$ cat src/rtl/ula_div_pkg.sv
// Shared types and constants for the sequential 8-bit divider.
// Also holds get_absolute_value, the conditional two's-complement negate used for magnitudes and sign fix-up.
package ula_div_pkg;

  localparam int DIV_W    = 8;
  localparam int RES_W    = 16;
  localparam int ITER_CNT = 8;
  localparam int CNT_W    = $clog2(ITER_CNT);

  typedef enum logic [1:0] {IDLE, CALC, FINISH} div_state_e;

  // Returns -val when neg is set, val otherwise. Note that -8'h80 wraps back to 8'h80.
  function automatic logic [DIV_W-1:0] get_absolute_value(input logic [DIV_W-1:0] val,
                                                          input logic             neg);
    return neg ? DIV_W'(~val + 1'b1) : val;
  endfunction

endpackage

$ cat src/rtl/ula_div_step.sv
// One restoring-division step. The partial remainder is shifted left and the next dividend bit is brought in.
// If the divisor fits, it is subtracted and the quotient bit is set; otherwise the shifted value is kept.
module ula_div_step
  import ula_div_pkg::*;
(
  input  logic [DIV_W-1:0] rem_in,
  input  logic             dvd_bit,
  input  logic [DIV_W-1:0] divisor,
  output logic [DIV_W-1:0] rem_out,
  output logic             q_bit
);

  logic [DIV_W:0] shifted;

  always_comb begin
    shifted = {rem_in, dvd_bit};
    q_bit   = (shifted >= {1'b0, divisor});
    // The remainder is always below the divisor, so 8 bits are enough after the subtract.
    rem_out = q_bit ? DIV_W'(shifted - {1'b0, divisor}) : shifted[DIV_W-1:0];
  end

endmodule

$ cat src/rtl/ula_seq_divider.sv
// Sequential 8-bit restoring divider: IDLE -> CALC (8 steps) -> FINISH. Result is {remainder, quotient}.
// Define ULA_DIV_SIGNED_EN to get two's-complement operands (truncating); the default build is unsigned.
module ula_seq_divider
  import ula_div_pkg::*;
(
  input  logic             clk,
  input  logic             rst,
  input  logic             start,
  input  logic [DIV_W-1:0] a,
  input  logic [DIV_W-1:0] b,
  output logic             busy,
  output logic             done,
  output logic [RES_W-1:0] result,
  output logic             sign_flag,
  output logic             zero_flag,
  output logic             div_zero_flag
);

  div_state_e       state;
  logic [CNT_W-1:0] cnt;
  logic [DIV_W-1:0] rem_q, dvd_q, dsr_q;
  logic             dz_q;
  logic [DIV_W-1:0] a_mag, b_mag, quo_fin, rem_fin, step_rem;
  logic             step_q, sign_res;

`ifdef ULA_DIV_SIGNED_EN
  logic sa_q, sb_q;

  always_ff @(posedge clk or posedge rst) begin
    if (rst) begin
      sa_q <= 1'b0;
      sb_q <= 1'b0;
    end else if (state == IDLE && start) begin
      sa_q <= a[DIV_W-1];
      sb_q <= b[DIV_W-1];
    end
  end

  assign a_mag    = get_absolute_value(a, a[DIV_W-1]);
  assign b_mag    = get_absolute_value(b, b[DIV_W-1]);
  // The quotient takes the XOR of the operand signs. The remainder follows the dividend.
  assign quo_fin  = get_absolute_value(dvd_q, sa_q ^ sb_q);
  assign rem_fin  = get_absolute_value(rem_q, sa_q);
  assign sign_res = quo_fin[DIV_W-1];
`else
  assign a_mag    = a;
  assign b_mag    = b;
  assign quo_fin  = dvd_q;
  assign rem_fin  = rem_q;
  assign sign_res = 1'b0;
`endif

  ula_div_step u_step (
    .rem_in  (rem_q),
    .dvd_bit (dvd_q[DIV_W-1]),
    .divisor (dsr_q),
    .rem_out (step_rem),
    .q_bit   (step_q)
  );

  // The dividend register shifts out dividend bits at the top and shifts in quotient bits at the bottom.
  always_ff @(posedge clk or posedge rst) begin
    if (rst) begin
      state         <= IDLE;
      cnt           <= '0;
      rem_q         <= '0;
      dvd_q         <= '0;
      dsr_q         <= '0;
      dz_q          <= 1'b0;
      busy          <= 1'b0;
      done          <= 1'b0;
      result        <= '0;
      sign_flag     <= 1'b0;
      zero_flag     <= 1'b0;
      div_zero_flag <= 1'b0;
    end else begin
      done <= 1'b0;
      case (state)
        IDLE: if (start) begin
          rem_q <= '0;
          dvd_q <= a_mag;
          dsr_q <= b_mag;
          dz_q  <= (b == '0);
          cnt   <= '0;
          busy  <= 1'b1;
          state <= (b == '0) ? FINISH : CALC;
        end
        CALC: begin
          rem_q <= step_rem;
          dvd_q <= {dvd_q[DIV_W-2:0], step_q};
          cnt   <= cnt + 1'b1;
          if (cnt == CNT_W'(ITER_CNT - 1)) state <= FINISH;
        end
        FINISH: begin
          busy  <= 1'b0;
          done  <= 1'b1;
          state <= IDLE;
          if (dz_q) begin
            result        <= '0;
            sign_flag     <= 1'b0;
            zero_flag     <= 1'b1;
            div_zero_flag <= 1'b1;
          end else begin
            result        <= {rem_fin, quo_fin};
            sign_flag     <= sign_res;
            zero_flag     <= (quo_fin == '0);
            div_zero_flag <= 1'b0;
          end
        end
        default: state <= IDLE;
      endcase
    end
  end

endmodule
$ cat config.mk
export PLATFORM = sky130hd
export DESIGN_NAME = ula_seq_divider
export DESIGN_NICKNAME = d
export VERILOG_FILES = /design/src/rtl/ula_div_pkg.sv /design/src/rtl/ula_div_step.sv /design/src/rtl/ula_seq_divider.sv
export SDC_FILE = /design/constraint.sdc
export NUM_CORES = 1
export LEC_CHECK = 0
export ABC_AREA = 0
export ABC_CLOCK_PERIOD_IN_PS = 3300
export CORE_MARGIN = 4
export CORE_UTILIZATION = 40
export CTS_BUF_LIST = sky130_fd_sc_hd__clkbuf_16
export CTS_CLUSTER_DIAMETER = 100
export DETAILED_ROUTE_END_ITERATION = 6
export PLACE_DENSITY = 0.64
export SLEW_MARGIN = 20
export SYNTH_ARGS = -nofsm -noshare
export SYNTH_HDL_FRONTEND = slang
export SYNTH_HIERARCHICAL = 1
export SYNTH_SLANG_ARGS = --single-unit
$ cat constraint.sdc
create_clock -name clk -period 3.3 [get_ports clk]
set_input_delay 0.99 -clock clk [delete_from_list [all_inputs] [get_ports clk]]
set_output_delay 0.99 -clock clk [all_outputs]
set_load 0.02 [all_outputs]
==> After elaboration in Yosys (flattened, before gate mapping) <==
Cells that the tools add are included.
{ "word_totals": {"reg_bits": 50, "word_cells": 45, "in_bits": 19, "out_inout_bits": 21} }
{ "classes": {"eq_ne": 5, "n_reduce_logical": 9, "magnitude_cmp": 1, "muxes": 17, "addsub": 2} }
{ "op_table": {"columns": ["cell", "n"], "rows": [
  ["$pmux 8 s2", 2],
  ["$mux 8", 3],
  ["$logic_not 8->1", 2],
  ["$mux 16", 1],
  ["$ge 9x8->1", 1],
  ["$reduce_and 2->1", 4],
  ["$sub 8x8->8", 1],
  ["$mux 2", 3],
  ["$pmux 3 s2", 1],
  ["$mux 1", 4],
  ["$ne 2x2->1 const B", 2],
  ["$pmux 2 s2", 1],
  ["$reduce_bool 2->1", 2],
  ["$add 3x1->3 const B", 1],
  ["$eq 3x3->1 const B", 1],
  ["$mux 3", 1],
  ["$eq 2x1->1 const B", 1],
  ["$eq 2x2->1 const B", 1],
  ["$logic_not 2->1", 1],
  ["$pmux 1 s2", 1]
]} }

==> Logic depth before layout (Yosys ltp) <==
Gate-level depths: netlist of the first run.
{ "depth": {"depth_word": 4, "ltp_mapped": 11} }

==> By module <==
The synthesis of the first run kept the hierarchy.
{ "modules_own_cells": {"columns": ["mod", "area_per_inst_um2", "cells_per_inst", "instances", "seq_area_each_um2"], "rows": [
  ["ula_seq_divider", 2060.7, 183, 1, 1251.2],
  ["ula_div_step", 539.3, 66, 1, 0.0]
]} }

==> Least setup slack after synthesis of the first run <==
Ideal clock, no wire load.
{ "synth_timing": {"path_kind": "register to register", "from": "register rem_q[5] (netlist: rem_fin[5])", "to": "register rem_q[2] (netlist: rem_fin[2])", "setup_ps": 121, "t_arrival_ps": 2099, "path_stages_with_launch": 8, "path_buffers": 1, "period_less_slack_ps": 2220, "slack_ps": 1080, "path_cell_list": "dfrtp_1 > ha_1 > a21o_1 > a2111oi_2 > o21a_1 > buf_6 > mux2_4 > a22o_1"} }
{ "synth_via": {"elab_chain_len": 3} }
{ "synth_lines": {"columns": ["element", "line_no", "text"], "rows": [
  ["from (decl)", "ula_seq_divider.sv:21", "logic [DIV_W-1:0] rem_q, dvd_q, dsr_q;"],
  ["from (signal assigned)", "ula_seq_divider.sv:89", "rem_q <= step_rem;"],
  ["$ge 9x8->1", "ula_div_step.sv:17", "q_bit = (shifted >= {1'b0, divisor});"],
  ["$mux 8", "ula_div_step.sv:19", "rem_out = q_bit ? DIV_W'(shifted - {1'b0, divisor}) : shifted[DIV_W-1:0];"],
  ["named net step_rem[2]", "ula_seq_divider.sv:23", "logic [DIV_W-1:0] a_mag, b_mag, quo_fin, rem_fin, step_rem;"],
  ["$pmux 8 s2", "ula_seq_divider.sv:78", "case (state)"]
]} }
The timed path passes the listed nets, and every way through them passes these cells.
A chain may end at the register's enable or synchronous reset.

==> Final worst setup path of the first run <==
{ "layout_timing": {"from": "register rem_q[5] (netlist: rem_fin[5])", "to": "register rem_q[6] (netlist: rem_fin[6])"} }
{ "layout_via": {"elab_chain_len": 3, "word_cells_on_any_way": 4, "cone_classes": "add/sub: 1; order compare: 1; mux: 2"} }
{ "layout_lines": {"columns": ["element", "line_no"], "rows": [
  ["$sub 8x8->8 or $ge 9x8->1 (tied branches)", "ula_div_step.sv:19, ula_div_step.sv:17"],
  ["$mux 8 (*)", "ula_div_step.sv:19"],
  ["named net step_rem[6]", "ula_seq_divider.sv:23"],
  ["$pmux 8 s2 (*)", "ula_seq_divider.sv:78"]
]} }
The timed path passes the listed nets; every way through them passes the cells marked *.

==> results of run 1 <==
## kinds of logic (layout without fill, tap and decap cells)
family,after synthesis,after routing,synth area share
muxes,16,16,0.0770
AOI/OAI and AO/OA,66,66,0.174
buffers and inverters,29,64,0.0727
xor gates and xnor gates,3,3,0.0101
DFF,50,50,0.481
adders and majority gates,11,11,0.0558
other,1,1,0.00144
and+or+nand+nor,73,73,0.128
## path summary, 6_finish.rpt
kind	from	endpoint	slack (ns)	depth (start not counted)
setup reg to reg	rem_fin[5]	rem_fin[6]	0.78	6
min in group asynchronous	rst	result[12]	1.01	2
hold / removal	div_zero_flag	div_zero_flag	0.48	2
setup / recovery	rem_fin[5]	rem_fin[6]	0.78	6
max in group asynchronous	rst	dvd_q[7]	1.71	3
hold reg to reg	div_zero_flag	div_zero_flag	0.48	2
## power groups by stage
stage | Clock [mW] | Combinational (mW) | Sequential (mW)
3_3_place_gp | 0 | 1.86 | 1.12
6_report | 0.487 | 1.88 | 1.11
5_1_grt | 0.534 | 2.10 | 1.15
2_1_floorplan | 0 | 1.47 | 1.16
4_1_cts | 0.509 | 1.90 | 1.11
3_5_place_dp | 0 | 1.89 | 1.13
## through the flow
| step | hold WS [ns] | util |
|---|---|---|
| after CTS | 0.487 | 0.493 |
| after detailed placement | 0.472 | 0.471 |
| after global routing | 0.504 | 0.493 |
| after global placement | 0.461 | 0.471 |
| final | 0.480 | 0.493 |
| after floorplan | 0.451 | - |
## cell type report
class                   count  area [um^2]
clock buffers               5          125
clock inverters             2         13.8
fillers                   613         3200
inverters                  15         56.3
multi-input cells         170         1160
flip-flops and latches     50         1250
well taps                  77         96.3
repair buffers             42          410
## cell usage in the layout (no fill, tap or decap), types with 3 or more instances in the layout
cell type / instances
sky130_fd_sc_hd__o21ai_1: 26
sky130_fd_sc_hd__inv_1: 12
sky130_fd_sc_hd__buf_4: 4
sky130_fd_sc_hd__nor4_1: 5
sky130_fd_sc_hd__dfrtp_1: 50
sky130_fd_sc_hd__clkdlybuf4s50_1: 38
sky130_fd_sc_hd__ha_1: 10
sky130_fd_sc_hd__nor3_1: 3
sky130_fd_sc_hd__nand3_1: 3
sky130_fd_sc_hd__xnor2_1: 3
sky130_fd_sc_hd__mux2_1: 7
sky130_fd_sc_hd__nor2_1: 7
sky130_fd_sc_hd__a21oi_1: 4
sky130_fd_sc_hd__mux2_4: 6
sky130_fd_sc_hd__a22oi_1: 8
sky130_fd_sc_hd__o21ai_0: 3
sky130_fd_sc_hd__nand2_1: 46
sky130_fd_sc_hd__nand2b_1: 4
sky130_fd_sc_hd__a22o_1: 9
sky130_fd_sc_hd__clkbuf_16: 5
## flip-flops by register name, summed over array words and instances (netlist names)
signal	flops
done	1
busy	1
rem_fin	8
dsr_q	8
dvd_q	8
state	2
div_zero_flag	1
result	16
dz_q	1
cnt	3
zero_flag	1
## cell usage after synthesis, drive strengths merged (2+ instances only)
cell type	count
a211oi	2
a21o	3
a21oi	4
a22o	10
a22oi	8
buf	12
clkbuf	2
dfrtp	50
ha	10
inv	14
mux2	14
mux2i	2
nand2	46
nand2b	4
nand3	3
nor2	7
nor2b	3
nor3	3
nor3b	2
nor4	5
o21a	2
o21ai	29
xnor2	3
## layer usage
| layer | GRT usage | vias to the layer above |
|---|---|---|
| met5 | 0 | - |
| met4 | 0.0495 | 0 |
| met3 | 0.0279 | 4 |
| met2 | 0.185 | 49 |
| met1 | 0.205 | 826 |
| li1 | - | 936 |
## tightest hold or removal path: stages, from the launching register on
cell and delay, ns:
sky130_fd_sc_hd__dfrtp_1 0.34, sky130_fd_sc_hd__nand2_1 0.05, sky130_fd_sc_hd__o21ai_0 0.06
==> results.py, run 1 <==
metrics = {
    "die": {
        "initial_cell_density_of_the_core": 0.412,
        "fp.dieW_um": 88.6,
        "num_rows": 29,
        "die_area_mm2": 0.00785,
        "number_of_top_level_design_ports": 40,
        "die_h_um": 88.6,
        "core_region_area_mm2": 0.00631,
    },
    "clock_network": {
        "numClockSinks": 50,
        "postCtsHoldBufs": 0,
        "cts_setup_buffers": 0,
        "worst_skew_late_latency_ns": 0.28,
        "cts_max_level": 2,
        "post_cts_resize_count": 0,
        "library_cell_used_as_clock_root_buffer": "sky130_fd_sc_hd__clkbuf_16",
        "tritoncts": "done",
        "cts_made_buffers": 5,
        "clockBufferDepth": 2,
        "clkTransAtPathRegs_ns": 0.06,
    },
    "final_layout": {
        "layout.nets": 314,
        "share_of_layout_cells_above_drive_strength_1": 0.0986,
        "design_area_mm2": 0.00311,
        "flow.area_growth_from_synthesis_pct": 19.7,
        "finish.cell_count_without_fillers": 361,
        "n_antenna_cell": 0,
    },
    "global_routing": {
        "grt.total_usage": 0.134,
        "global_route.overflow_total": 0,
        "antenna_found_initial": 0,
        "grt_max_degree": 36,
        "global_route_wire_length_before_repair_um": 8140,
        "first_global_vias": 1681,
    },
    "setup_path": {
        "crit_chain": "ha_1, a21o_1, a2111oi_2, o21a_1, mux2_4, a22o_1",
        "worstPathRequired_ns": 3.48,
        "critical_path_fanout_max": 9,
        "timing.critical_path.arrival_ns": 2.70,
        "crit_path_end_kind": "flop",
        "setup.worst_path.class": "reg2reg",
        "cpPeakStageDelay_ns": 0.48,
        "cp_top_delay_family": "compound AO/OA/AOI/OAI gates",
        "critical-path-slowest-cell": "sky130_fd_sc_hd__o21a_1",
        "critical_path.startpoint_type": "flop",
        "worstPathBufferInverterCount": 0,
    },
    "routing": {
        "route.detailed.wl_per_inst_um": 13.4,
        "total_length_of_routed_met2_wires_um": 2040,
        "route.layer.met1.wl_um": 2490,
        "finalWirelength_um": 4850,
        "ant_nets": 0,
        "drt_pass1_iterations": 4,
        "drc": 0,
        "detailroute.via_count": 1815,
        "met3_length_um": 257,
        "top_layer_used": "met4",
        "routed_via_density": 5.03,
        "drt-initial-drc-count": 112,
    },
    "logic_synthesis": {
        "postSynth.topFlopCell": "sky130_fd_sc_hd__dfrtp_1",
        "synthesis.yosys.warnings": 6,
        "postSynthRegisterBits": 50,
        "synth_top_area_cell": "sky130_fd_sc_hd__dfrtp_1",
        "synth_edf_count": 0,
        "post-synth-top-area-fraction": 0.481,
        "postSynthAreaPerCell_um2": 10.4,
        "synthTopCellsByArea": "sky130_fd_sc_hd__dfrtp_1, sky130_fd_sc_hd__nand2_1, sky130_fd_sc_hd__o21ai_1",
        "syn-num-nets": 279,
        "synthArstFlopShare": 1.00,
        "synth.yosys.seq_area_share": 0.481,
        "netlist_instances": 249,
        "synth_cell_types": 45,
        "post_synthesis_instance_area_mm2": 0.00260,
    },
    "sta": {
        "slew_at_the_pin_with_the_worst_max_slew_slack_ns": 0.800,
        "timing.final.setup_violations": 0,
        "final_critical_path_setup_slack_ns": 0.775,
        "timing.final.crit_share": 0.765,
        "finClkSkew_ns": 0.00481,
        "finalHoldViolations": 0,
        "max_freq_ghz": 0.396,
        "tns_ns": 0,
        "timing.max_slew.rel_slack": 0.466,
        "rsz0062_at_grt": "false",
        "final_max_slew_viol_count": 0,
        "period_needed_ns": 2.52,
    },
    "pwr": {
        "power_per_cell_area_mw_per_mm2": 1120,
        "power.clock.fraction": 0.140,
        "combinationalPowerShare": 0.541,
        "vdd_ir_drop_max_v": 0.000486,
        "seq_power_share": 0.319,
        "leakagePower_nw": 1.43,
        "power_switching_share": 0.378,
        "total_power_mw": 3.48,
        "switchingPower_mw": 1.31,
        "p_int_mw": 2.16,
    },
    "placement": {
        "place_congestion": 0.839,
        "postPlaceCellArea_mm2": 0.00297,
        "placed_cells": 354,
        "detailed_place_hpwl_um": 3670,
        "placement.io_buffers": 38,
        "dp_worst_setup_slack_ns": 0.783,
    },
    "min_path": {
        "holdCritPathClass": "reg2reg",
    },
    "outcome": {
        "run_status": "finished, final reports clean",
    },
    "job": {
        "maxCapViolCount": 0,
    },
}
Note: power is estimated with default switching activity, not from simulation.
==> run 2: changes to the inputs <==
--- a/config.mk
+++ b/config.mk
@@ -6,7 +6,7 @@
 export NUM_CORES = 1
 export LEC_CHECK = 0
 export ABC_AREA = 0
-export ABC_CLOCK_PERIOD_IN_PS = 3300
+export ABC_CLOCK_PERIOD_IN_PS = 2500
 export CORE_MARGIN = 4
 export CORE_UTILIZATION = 40
 export CTS_BUF_LIST = sky130_fd_sc_hd__clkbuf_16
==> constraint.sdc (replaced) <==
create_clock -name clk -period 2.5 [get_ports clk]
set_input_delay 0.75 -clock clk [delete_from_list [all_inputs] [get_ports clk]]
set_output_delay 0.75 -clock clk [all_outputs]
set_load 0.02 [all_outputs]
==> results.py, run 2 (synthesis gave the netlist of run 1 again) <==
metrics = {
    "outcome": {
        "run_status": "finished, final reports clean",
    },
    "final_layout": {
        "share_of_layout_cells_above_drive_strength_1": 0.114,
        "multi_input_area_mm2": 0.00116,
        "regMostFlops": "result",
        "most-common-layout-cells": "sky130_fd_sc_hd__dfrtp_1, sky130_fd_sc_hd__nand2_1, sky130_fd_sc_hd__clkdlybuf4s50_1",
        "design_area_mm2": 0.00318,
        "num-fill-cells": 610,
        "postLayoutCoreUtil": 0.503,
        "flow.area_growth_from_synthesis_pct": 22.1,
        "largest_register_ffs": 16,
        "sequential_cell_area_mm2": 0.00125,
        "layout_commonest_cell": "sky130_fd_sc_hd__dfrtp_1",
        "layout.nets": 319,
        "n_antenna_cell": 0,
    },
    "routing": {
        "routed_via_density": 5.13,
        "route.detailed.wl_per_inst_um": 13.3,
        "drt-initial-drc-count": 199,
        "drc": 0,
        "ant_nets": 0,
        "drt_pass1_iterations": 4,
        "detailroute.via_count": 1879,
        "finalWirelength_um": 4860,
    },
    "die": {
        "die_h_um": 88.6,
        "number_of_top_level_design_ports": 40,
        "initial_cell_density_of_the_core": 0.412,
        "fp.dieW_um": 88.6,
        "num_rows": 29,
        "core_region_area_mm2": 0.00631,
        "die_area_mm2": 0.00785,
    },
    "clock_network": {
        "cts_max_level": 2,
        "numClockSinks": 50,
        "cts_made_buffers": 5,
        "post_cts_resize_count": 0,
        "library_cell_used_as_clock_root_buffer": "sky130_fd_sc_hd__clkbuf_16",
        "worst_skew_late_latency_ns": 0.28,
        "cts_setup_buffers": 0,
        "tritoncts": "done",
        "clkTransAtPathRegs_ns": 0.07,
        "postCtsHoldBufs": 0,
        "clockBufferDepth": 2,
    },
    "setup_path": {
        "crit_path_end_kind": "flop",
        "timing.critical_path.arrival_ns": 2.54,
        "cp-startpoint": "rem_fin[5]",
        "worstPathBufferInverterCount": 1,
        "cpPeakStageDelay_ns": 0.41,
        "critical_path_fanout_max": 9,
        "critical-path-slowest-cell": "sky130_fd_sc_hd__dfrtp_1",
        "cp_top_delay_family": "compound AO/OA/AOI/OAI gates",
        "depth_of_the_critical_timing_path_with_buffers_and_inverters_included": 7,
        "worstPathRequired_ns": 2.68,
        "worstRegToRegCells": 7,
        "timing.rr.end": "rem_fin[6]",
        "crit-reg2reg-launch": "rem_fin[5]",
        "worst-r2r-setup-slack_ns": 0.14,
        "setup.worst_path.class": "reg2reg",
        "critical_path.startpoint_type": "flop",
        "endpoint": "rem_fin[6]",
        "crit_chain": "ha_1, a21o_1, a2111oi_2, o21a_1, buf_12, mux2_4, a22o_1",
    },
    "sta": {
        "period_needed_ns": 2.36,
        "rsz0062_at_grt": "false",
        "timing.final.setup_violations": 0,
        "timing.max_slew.rel_slack": 0.464,
        "slew_at_the_pin_with_the_worst_max_slew_slack_ns": 0.803,
        "final_max_slew_viol_count": 0,
        "max_freq_ghz": 0.424,
        "tns_ns": 0,
        "timing.final.crit_share": 0.944,
        "finClkSkew_ns": 0.00426,
        "finalHoldViolations": 0,
    },
    "placement": {
        "detailed_place_hpwl_um": 3670,
        "placement.io_buffers": 38,
        "place_congestion": 0.863,
        "postPlaceCellArea_mm2": 0.00304,
    },
    "min_path": {
        "holdCritPathClass": "reg2reg",
    },
    "job": {
        "maxCapViolCount": 0,
    },
    "global_routing": {
        "grt_max_degree": 36,
        "grt.total_usage": 0.137,
        "antenna_found_initial": 0,
        "first_global_vias": 1768,
        "global_route_wire_length_before_repair_um": 8480,
        "global_route.overflow_total": 0,
    },
    "pwr": {
        "power_per_cell_area_mw_per_mm2": 1500,
        "leakagePower_nw": 1.46,
        "vdd_ir_drop_max_v": 0.000587,
        "total_power_mw": 4.76,
    },
}
[run 2: changes by cell type in the layout (fill, tap and decap cells not counted), sizes merged]
cell | previous run | this run
buf | 4 | 9
[run 2: worst reg2reg max path: cells and delay by family (launching register included)]
family | cells | cell delay, ns
buffers and inverters | 1 | 0.15
muxes | 1 | 0.30
adders and majority gates | 1 | 0.39
AOI/OAI and AO/OA | 4 | 1.01
DFF | 1 | 0.41
[run 2: final cells by class]
cell class | instances | area share
Sequential cell | 50 | 0.394
Multi-Input combinational cell | 170 | 0.365
Timing Repair Buffer | 47 | 0.149
Clock buffer | 5 | 0.0394
Tap cell | 77 | 0.0303
Inverter | 15 | 0.0177
Clock inverter | 2 | 0.00433
[run 2: worst min-delay path by stage]
stage               slack, ns             to  depth (start not counted)           from
floorplan                0.45         cnt[0]                          1         cnt[0]
global placement         0.46  div_zero_flag                          2  div_zero_flag
detailed placement       0.47      result[9]                          2      result[9]
CTS                      0.49       dsr_q[3]                          1       dsr_q[3]
global route             0.51       dsr_q[4]                          1       dsr_q[4]
finish                   0.48      result[3]                          2      result[3]
[run 2: power by group]
group / total (mW) / switching, mW / internal (mW) / leakage, nW
logic: 2.65 / 1.20 / 1.44 / 0.755
registers: 1.46 / 0.289 / 1.17 / 0.635
clock network: 0.654 / 0.287 / 0.367 / 0.0701
total: 4.76 / 1.78 / 2.98 / 1.46
[run 2: through the flow]
step | cells | hold WS, ns | setup WS (ns)
final | 366 | 0.481 | 0.141
after global routing | 366 | 0.506 | 0.0329
after global placement | 359 | 0.461 | 0.192
after CTS | 366 | 0.489 | 0.148
after detailed placement | 359 | 0.475 | 0.156
after floorplan | 249 | 0.451 | 0.280
[run 2: routing by layer]
metal / wire [um] / up-vias / GRT usage
met2: 2050 / 47 / 0.198
met4: 67 / 0 / 0.0412
li1: - / 954 / -
met5: 0 / - / 0
met1: 2490 / 871 / 0.206
met3: 251 / 7 / 0.0289
==> run 3: changes to the inputs <==
--- a/config.mk
+++ b/config.mk
@@ -5,16 +5,14 @@
 export SDC_FILE = /design/constraint.sdc
 export NUM_CORES = 1
 export LEC_CHECK = 0
-export ABC_AREA = 0
-export ABC_CLOCK_PERIOD_IN_PS = 2500
+export ABC_CLOCK_PERIOD_IN_PS = 2290
 export CORE_MARGIN = 4
 export CORE_UTILIZATION = 40
 export CTS_BUF_LIST = sky130_fd_sc_hd__clkbuf_16
 export CTS_CLUSTER_DIAMETER = 100
 export DETAILED_ROUTE_END_ITERATION = 6
-export PLACE_DENSITY = 0.64
+export PLACE_DENSITY = 0.65
 export SLEW_MARGIN = 20
 export SYNTH_ARGS = -nofsm -noshare
 export SYNTH_HDL_FRONTEND = slang
-export SYNTH_HIERARCHICAL = 1
 export SYNTH_SLANG_ARGS = --single-unit
==> constraint.sdc (replaced) <==
create_clock -name clk -period 2.29 [get_ports clk]
set_input_delay 0.687 -clock clk [delete_from_list [all_inputs] [get_ports clk]]
set_output_delay 0.687 -clock clk [all_outputs]
set_load 0.02 [all_outputs]
==> results.py, run 3 <==
metrics = {
    "outcome": {
        "run_status": "finished, final reports clean",
    },
    "sta": {
        "slew_at_the_pin_with_the_worst_max_slew_slack_ns": 0.795,
        "timing.final.crit_share": 0.899,
        "finalHoldWorstSlack_ns": 0.474,
        "finalHoldViolations": 0,
        "final_critical_path_setup_slack_ns": 0.232,
        "timing.max_slew.rel_slack": 0.470,
        "finClkSkew_ns": 0.00438,
        "final_max_slew_viol_count": 0,
        "tns_ns": 0,
        "max_freq_ghz": 0.486,
        "rsz0062_at_grt": "false",
        "period_needed_ns": 2.06,
        "timing.final.setup_violations": 0,
    },
    "die": {
        "die_area_mm2": 0.00759,
        "number_of_top_level_design_ports": 40,
        "num_rows": 28,
        "initial_cell_density_of_the_core": 0.418,
        "die_h_um": 87.1,
        "fp.dieW_um": 87.1,
        "core_region_area_mm2": 0.00599,
    },
    "final_layout": {
        "regMostFlops": "result",
        "design_area_mm2": 0.00318,
        "finish.cell_count_without_fillers": 374,
        "n_antenna_cell": 0,
        "layout_commonest_cell": "sky130_fd_sc_hd__dfrtp_1",
        "most-common-layout-cells": "sky130_fd_sc_hd__dfrtp_1, sky130_fd_sc_hd__nand2_1, sky130_fd_sc_hd__clkdlybuf4s50_1",
        "layout.nets": 328,
        "flow.area_growth_from_synthesis_pct": 27.0,
        "postLayoutCoreUtil": 0.530,
        "share_of_layout_cells_above_drive_strength_1": 0.0736,
        "largest_register_ffs": 16,
    },
    "global_routing": {
        "global_route.overflow_total": 0,
        "first_global_vias": 1800,
        "global_route_wire_length_before_repair_um": 8850,
        "grt.total_usage": 0.149,
        "grt_max_degree": 51,
        "antenna_found_initial": 0,
    },
    "clock_network": {
        "tritoncts": "done",
        "library_cell_used_as_clock_root_buffer": "sky130_fd_sc_hd__clkbuf_16",
        "cts_setup_buffers": 0,
        "clockBufferDepth": 2,
        "clkTransAtPathRegs_ns": 0.07,
        "numClockSinks": 50,
        "cts_made_buffers": 5,
        "worst_skew_late_latency_ns": 0.29,
        "cts_max_level": 2,
    },
    "logic_synthesis": {
        "simple_gate_fraction_of_synth_area": 0.158,
        "synth_top_area_cell": "sky130_fd_sc_hd__dfrtp_1",
        "synth_fa_ha_area_frac": 0.0580,
        "syn-num-nets": 291,
        "post_synthesis_instance_area_mm2": 0.00250,
        "synthArstFlopShare": 1.00,
        "synthTopCellsByArea": "sky130_fd_sc_hd__dfrtp_1, sky130_fd_sc_hd__o21ai_0, sky130_fd_sc_hd__nand2_1",
        "netlist_instances": 261,
        "post_synth_xor_area_fraction": 0.00700,
        "synth_edf_count": 0,
        "compound_gate_fraction_of_synth_area": 0.173,
        "postSynthAreaPerCell_um2": 9.59,
        "postSynthRegisterBits": 50,
        "synth_most_common_cell": "sky130_fd_sc_hd__dfrtp_1",
        "postSynth.topFlopCell": "sky130_fd_sc_hd__dfrtp_1",
        "post-synth-top-area-fraction": 0.500,
        "synthesis.yosys.warnings": 0,
        "mux_share_of_post_synthesis_cell_area": 0.0535,
        "synth.yosys.seq_area_share": 0.500,
        "synth.top_cells.by_count": "sky130_fd_sc_hd__dfrtp_1, sky130_fd_sc_hd__nand2_1, sky130_fd_sc_hd__o21ai_0",
        "synth_top_family_by_area": "compound AO/OA/AOI/OAI gates",
        "synth_cell_types": 38,
    },
    "pwr": {
        "power_per_cell_area_mw_per_mm2": 1610,
        "vdd_ir_drop_max_v": 0.000748,
        "total_power_mw": 5.10,
        "leakagePower_nw": 1.42,
    },
    "setup_path": {
        "critical_path_fanout_max": 8,
        "timing.critical_path.arrival_ns": 2.23,
        "crit_path_end_kind": "flop",
        "worstPathRequired_ns": 2.47,
        "setup.worst_path.class": "reg2reg",
        "critical_path.startpoint_type": "flop",
    },
    "routing": {
        "drt_pass1_iterations": 4,
        "drc": 0,
        "drt-initial-drc-count": 104,
        "detailroute.via_count": 1906,
        "ant_nets": 0,
        "routed_via_density": 5.10,
        "finalWirelength_um": 5310,
        "route.detailed.wl_per_inst_um": 14.2,
    },
    "placement": {
        "place_congestion": 0.833,
        "dp_worst_setup_slack_ns": 0.0897,
        "placement.io_buffers": 38,
        "postPlaceCellArea_mm2": 0.00298,
        "detailed_place_hpwl_um": 3850,
        "placed_cells": 366,
    },
    "min_path": {
        "holdCritPathClass": "reg2reg",
    },
    "job": {
        "maxCapViolCount": 0,
    },
}
==> run 3: cell types whose count changed after synthesis, sizes merged, moves of 5 or more <==
cell    before  now
a22oi        8    0
clkbuf       2    7
mux2i        2   10
nand2b       4   15
a21oi        4    9
o21ai       29   41
mux2        14    3
a22o        10    5
==> run 3: logic make-up (layout without fill, tap and decap cells) <==
group / after synthesis / after routing
AND/OR/NAND/NOR: 84 / 84
AO/OA/AOI/OAI: 71 / 71
flip-flops: 50 / 50
buffers and inverters: 29 / 67
multiplexers: 13 / 13
adder cells (fa/ha/maj): 11 / 11
XOR/XNOR: 2 / 2
other: 1 / 1
==> run 3: layout make-up <==
| class | count | area, um^2 |
|---|---|---|
| fillers | 532 | 2810 |
| flip-flops and latches | 50 | 1250 |
| multi-input cells | 182 | 1130 |
| repair buffers | 45 | 458 |
| clock buffers | 5 | 125 |
| well taps | 75 | 93.8 |
| clock inverters | 3 | 63.8 |
| inverters | 14 | 52.6 |
==> run 3: worst max-delay path, cell delays in order (launching register included) <==
cell                       delay [ns]
sky130_fd_sc_hd__dfrtp_1         0.42
sky130_fd_sc_hd__ha_1            0.37
sky130_fd_sc_hd__a21oi_2         0.20
sky130_fd_sc_hd__o221ai_1        0.18
sky130_fd_sc_hd__a21oi_4         0.27
sky130_fd_sc_hd__buf_4           0.21
sky130_fd_sc_hd__a21oi_1         0.07
sky130_fd_sc_hd__a22o_1          0.22
==> run 3: report_power, final <==
part | total [mW] | internal, mW | switching, mW
combinational | 2.57 | 1.19 | 1.38
sequential | 1.59 | 1.29 | 0.303
clock | 0.939 | 0.622 | 0.317
total | 5.10 | 3.10 | 2.00
==> run 3: path summary, 6_finish.rpt <==
check	startpoint	end	slack [ns]	cells past startpoint
max in group asynchronous	rst	dvd_q[7]	1.31	3
min in group asynchronous	rst	done	0.76	3
worst max register to register	rem_fin[5]	rem_fin[7]	0.23	7
worst min register to register	result[15]	result[15]	0.47	2
worst max-delay path	rem_fin[5]	rem_fin[7]	0.23	7
worst min-delay path	result[15]	result[15]	0.47	2
==> run 3: routing by layer <==
metal	share of wire	global-route usage	routed length (um)
met4	0.013	0.0474	71
met5	0	0	0
met3	0.031	0.0312	165
met2	0.47	0.236	2480
met1	0.49	0.206	2590
==> run 3: timing repair <==
item | 4_1_cts | 5_1_grt
hold buffers | 0 | 0
gates resized for setup | 0 | 1
endpoints found under the setup margin | 0 | 1
